$ cat config.mk
export PLATFORM = sky130hd
export DESIGN_NAME = route_1x2
export DESIGN_NICKNAME = d
export VERILOG_FILES = /design/src/rtl/route_1x2.sv
export SDC_FILE = /design/constraint.sdc
export NUM_CORES = 1
export LEC_CHECK = 0
export CAP_MARGIN = 15
export CORE_MARGIN = 4
export CORE_UTILIZATION = 42
export DETAILED_ROUTE_END_ITERATION = 12
export GPL_ROUTABILITY_DRIVEN = 0
export PLACE_DENSITY_LB_ADDON = 0.3
export SLEW_MARGIN = 10
export SYNTH_ARGS = -nofsm -noshare
export SYNTH_HDL_FRONTEND = slang
export SYNTH_SLANG_ARGS = --single-unit
$ cat constraint.sdc
create_clock -name clk -period 2.3 [get_ports clk]
set_input_delay 0.575 -clock clk [delete_from_list [all_inputs] [get_ports clk]]
set_output_delay 0.575 -clock clk [all_outputs]
set_load 0.005 [all_outputs]
$ cat src/rtl/route_1x2.sv
// rtl/route_1x2.sv - registered 1-to-2 word router with per-port valid/ready and transfer counters
module route_1x2 #(
    parameter int DATA_WIDTH  = 18,
    parameter int COUNT_WIDTH = 16
) (
    input  logic                   clk,
    input  logic                   reset,
    input  logic                   in_valid,
    input  logic                   in_sel,
    input  logic [DATA_WIDTH-1:0]  in_data,
    output logic                   in_ready,
    output logic                   a_valid,
    output logic [DATA_WIDTH-1:0]  a_data,
    input  logic                   a_ready,
    output logic                   b_valid,
    output logic [DATA_WIDTH-1:0]  b_data,
    input  logic                   b_ready,
    input  logic                   cnt_clr,
    output logic [COUNT_WIDTH-1:0] a_count,
    output logic [COUNT_WIDTH-1:0] b_count
);

    logic                   a_valid_q, a_valid_d;
    logic                   b_valid_q, b_valid_d;
    logic [DATA_WIDTH-1:0]  a_data_q, a_data_d;
    logic [DATA_WIDTH-1:0]  b_data_q, b_data_d;
    logic [COUNT_WIDTH-1:0] a_count_q, a_count_d;
    logic [COUNT_WIDTH-1:0] b_count_q, b_count_d;

    logic a_free, b_free, load_a, load_b;

    always_comb begin
        // A slot draining this cycle can take a new word on the same edge, so full rate needs no bubble.
        a_free   = !a_valid_q || a_ready;
        b_free   = !b_valid_q || b_ready;
        in_ready = in_sel ? b_free : a_free;
        load_a   = in_valid && in_ready && !in_sel;
        load_b   = in_valid && in_ready && in_sel;

        a_valid_d = a_valid_q;
        a_data_d  = a_data_q;
        if (a_valid_q && a_ready) a_valid_d = 1'b0;
        if (load_a) begin
            a_valid_d = 1'b1;
            a_data_d  = in_data;
        end

        b_valid_d = b_valid_q;
        b_data_d  = b_data_q;
        if (b_valid_q && b_ready) b_valid_d = 1'b0;
        if (load_b) begin
            b_valid_d = 1'b1;
            b_data_d  = in_data;
        end

        // Clear wins over a same-cycle increment; the word itself is still routed.
        a_count_d = a_count_q;
        b_count_d = b_count_q;
        if (cnt_clr) begin
            a_count_d = '0;
            b_count_d = '0;
        end else begin
            if (load_a) a_count_d = a_count_q + 1'b1;
            if (load_b) b_count_d = b_count_q + 1'b1;
        end
    end

    always_ff @(posedge clk or posedge reset) begin
        if (reset) begin
            a_valid_q <= 1'b0;
            b_valid_q <= 1'b0;
            a_data_q  <= '0;
            b_data_q  <= '0;
            a_count_q <= '0;
            b_count_q <= '0;
        end else begin
            a_valid_q <= a_valid_d;
            b_valid_q <= b_valid_d;
            a_data_q  <= a_data_d;
            b_data_q  <= b_data_d;
            a_count_q <= a_count_d;
            b_count_q <= b_count_d;
        end
    end

    assign a_valid = a_valid_q;
    assign b_valid = b_valid_q;
    assign a_data  = a_data_q;
    assign b_data  = b_data_q;
    assign a_count = a_count_q;
    assign b_count = b_count_q;

endmodule
# Word level (Yosys, flattened, before mapping)
# Cells that the tools add are included.
# Widths: inputs -> output; s select.
dict set report totals {
  out_inout_bits 71
  ff_bits 70
  elab_cells 31
  input_bits 25
}
dict set report op_classes {
  add_sub_neg 2
  reduce_logical 14
  n_mux 9
}
# op n
set op_table {}
lappend op_table {{$mux 16} 4}
lappend op_table {{$add 16x1->16 const B} 2}
lappend op_table {{$reduce_bool 2->1} 4}
lappend op_table {{$logic_and 1x1->1} 5}
lappend op_table {{$mux 1} 5}
lappend op_table {{$logic_not 1->1} 3}
lappend op_table {{$logic_or 1x1->1} 2}

# Longest topological paths before layout
dict set report logic_depth {
  ltp_word 7
  ltp_mapped 6
  ltp_nobuf 5
}

# Worst setup path before layout
# OpenSTA, ideal clock, no wires.
dict set report synth_path {
  path_type {input -> register}
  startpoint {in in_sel}
  endpoint {reg a_count_q[15], in the netlist a_count[15]}
  path_buffers 1
  setup_time_ns 0.128
  path_stages 5
  path_slack_ns 0.346
  required_ns 2.172
  arrival_time_ns 1.827
  path_cell_list {nand2b_1 > or3_1 > buf_2 > nor4_1 > mux2_1}
}
dict set report synth_via {
  elab_chain_cells 4
  elab_cells_between_ends 5
  cone_classes {mux (1); reduce/logical (4)}
}
# element line_no
set synth_rtl {}
lappend synth_rtl {{start, declared} 9} ;# input logic in_sel,
lappend synth_rtl {{$mux 1} 36} ;# in_ready = in_sel ? b_free : a_free;
lappend synth_rtl {{$logic_and 1x1->1} 37} ;# load_a = in_valid && in_ready && !in_sel;
lappend synth_rtl {{$logic_and 1x1->1 (*)} 37}
lappend synth_rtl {{$reduce_bool 2->1 (no line) (*)} --}
lappend synth_rtl {{end signal, assigned} 81} ;# a_count_q <= a_count_d;
lappend synth_rtl {{end, declared} 27} ;# logic [COUNT_WIDTH-1:0] a_count_q, a_count_d;
# Mark *: on every way between the ends. The rest lies on a longest branch, timed or not.
# A chain may end at the register's enable or synchronous reset.

# Worst setup path after layout
dict set report layout_path {
  startpoint {in a_ready}
  endpoint {out in_ready}
}
dict set report layout_via {
  elab_chain_cells 2
}
# element line_no
set layout_rtl {}
lappend layout_rtl {{start, declared} 14} ;# input logic a_ready,
lappend layout_rtl {{$logic_or 1x1->1} 34} ;# a_free = !a_valid_q || a_ready;
lappend layout_rtl {{$mux 1} 36}
lappend layout_rtl {{end, declared} 11} ;# output logic in_ready,
# No other way between the ends.

==> out/qor.yml <==
num_rows: 30
regToRegStartpoint: "b_count[4]"
synthToLayoutAreaGrowth_pct: 46.6
seq_power_share_pct: 44.6
rsz0062_at_grt: "false"
ant_nets: 0
synth_top_area_share_pct: 56.9
cp_max_fo: 2
crit_family: "buffers and inverters"
insertion_delay_ns: 0.35
power.clock.fraction_pct: 38.0
r2r-end: "b_count[15]"
drt_iter0_drc: 81
cts_max_level: 3
ys_warn_count: 0
hp-start: "b_data[9]"
cp.arrival_ns: 1.63
hold_violations: 0
cts-root-buf: "clkbuf_8"
ios: 96
pre_cts_ws_ns: -0.196
die_x_um: 93.6
clk_pin_slew_worst_paths_ns: 0.08
clock_sinks: 70
synth_cell_types: 32
pwr_density_cell_nw_per_um2: 704
synth_fp_nets: 287
fin_util_pct: 65.0
port_buffers: 95
postCtsSetupRepairBufs: 0
dieArea_um2: 8760
fmax_mhz: 453
synthTopCellsByArea: "dfrtp_1 (57%), mux2_2 (13%), a21oi_1 (2.8%), xnor2_1 (2.3%), nor2_1 (2.2%)"
hold_depth: 1
grt_max_degree: 31
cts_buffers: 9
vias: 2449
layout_setup_ws_ns: 0.0906
leakagePower_nw: 1.80
cp_data_required_time_ns: 1.73
multi_input_area_um2: 1240
avgSynthCellArea_um2: 11.8
ys_ff_latch: 70
post-route-period-util_pct: 96.1
finalSetupViolations: 0
syn_inst: 260
p_sw_uw: 732
drive_gt1_share_pct: 20.1
antenna_found_initial: 0
slowest_delay_ns: 0.51
fillers: 546
fin_crit_ns: 2.21
start_util_pct: 44.3
critPathCaptureType: "output port"
total_power_mw: 3.18
maxCapViolations: 0
drc: 0
postCtsHoldBufs: 0
placeableCoreArea_um2: 6940
hpwl_um: 5240
hold_path_class: "flip-flop to flip-flop"
fp.dieH_um: 93.6
relSlewSlack_pct: 65.9
path_buf_inv: 2
grt_overflow: 0
vias_per_cell: 5.21
clk_path_buf_depth: 2
p_comb_share_pct: 17.4
status: "finished clean"
worst-r2r-setup-slack_ns: 0.35
intPower_mw: 2.45
firstDrtPassIters: 6
critical_path_class: "input pin to output port"
yosys.area.top_type: "dfrtp_1"
gr-usage-all-layers_pct: 17.2
synth_seq_area_share_pct: 56.9
first_global_vias: 2437
finalClockSkew_ns: 0.0132
reg2regPathDepth: 4
grt_first_pass_wirelength_um: 11700
cts_tree: "built"
wirelength_um: 7160
diodes: 0
switching_share_pct: 23.0
fin_tns_setup_ns: 0
holdPathEnd: "b_data[9]"
drv_slew: 0
cts_resized: 1
wire_per_inst_um: 15.2
fin_nets: 396
irDropWorstVdd_v: 0.000490
worstMarginPinSlew_ns: 0.510
hold_ws_ns: 0.507
slowest_stage: "clkdlybuf4s50_1"
cp-start-kind: "input pin"
path_cells: "clkdlybuf4s50_1, nand2b_1, nor2_1, a21oi_1, dlygate4sd2_1"
syn_area_um2: 3080
seq_area_um2: 1750
## how the worst max path moves through the flow
stage | from | to | cells past startpoint
3_3_place_gp | a_ready | in_ready | 5
4_1_cts | a_ready | in_ready | 5
6_report | a_ready | in_ready | 5
3_5_place_dp | in_sel | a_count[15] | 5
2_1_floorplan | in_sel | a_count[15] | 5
5_1_grt | a_ready | in_ready | 5
## cells in the final DEF (no fill, tap or decap), drive strengths merged, types with 2 or more instances in the layout
master,count
a21oi,17
and4,2
buf,18
bufinv,3
clkbuf,9
clkdlybuf4s50,94
clkinv,2
clkinvlp,3
dfrtp,70
ha,2
inv,4
mux2,38
nand2,12
nand2b,3
nand3,10
nand4,6
nor2,18
nor2b,4
nor4,5
nor4b,3
o21ai,7
o31ai,8
or3,9
or4,8
xnor2,8
xor2,6
## registers in the layout (all words and copies together) (netlist names)
| signal | count |
|---|---|
| a_count | 16 |
| a_data | 18 |
| a_valid | 1 |
| b_count | 16 |
| b_data | 18 |
| b_valid | 1 |
## cell usage after synthesis
library cell  instances
xnor2_1               8
and2b_1               1
nand3_1              10
and2_1                1
ha_1                  2
inv_1                 5
and4_1                2
a21oi_1              17
o21ai_0               7
mux2_2               36
clkbuf_1             10
or4_1                 8
o31ai_1               8
nor3b_1               1
buf_1                 1
or3_1                 8
nor2b_1               3
dfrtp_1              70
nand2_2               1
nand2_1              11
nor4_1                5
nor4b_1               3
and3_1                1
nand4_1               6
buf_6                 2
xor2_1                6
or3_4                 1
buf_2                 2
nand2b_1              3
nor2_1               18
mux2_1                2
nor2b_4               1
## layout make-up
cell class / instances / share of cell area (%)
sequential: 70 / 38.8
multi-input combinational: 170 / 27.4
timing repair buffer: 113 / 25.2
clock buffer: 9 / 2.75
clock inverter: 7 / 2.72
tap: 96 / 2.66
inverter: 5 / 0.499
## per-layer routing
layer / track usage, % / routed length [µm] / up-vias
met5: 0 / 0 / -
met4: 5.42 / 83 / 0
met3: 8.21 / 733 / 10
met2: 27.5 / 3380 / 94
met1: 20.6 / 2960 / 1194
li1: - / - / 1151
## per-stage QoR
| step | cell area [µm²] | std cells |
|---|---|---|
| finish | 4510 | 470 |
| global route | 4510 | 470 |
| CTS | 4510 | 470 |
| detailed placement | 4270 | 454 |
| global placement | 4270 | 454 |
| floorplan | 3080 | 260 |
## cells by family (layout without fill, tap and decap cells)
kind of cell / Yosys count / after routing / share of synthesized area [%]
flops: 70 / 70 / 56.9
buf+inv: 20 / 134 / 3.01
compound gates: 32 / 32 / 5.85
xor+xnor: 14 / 14 / 3.98
simple gates: 84 / 84 / 15.5
fa+ha+maj: 2 / 2 / 0.813
mux: 38 / 38 / 13.9
## power groups by stage
stage	registers, mW	logic (mW)	clock network (mW)
after floorplan	1.45	0.177	0
after global placement	1.43	0.556	0
after detailed placement	1.44	0.561	0
after CTS	1.42	0.564	1.23
after global routing	1.43	0.601	1.30
final	1.42	0.552	1.21
Note: power is estimated with default switching activity, not from simulation.
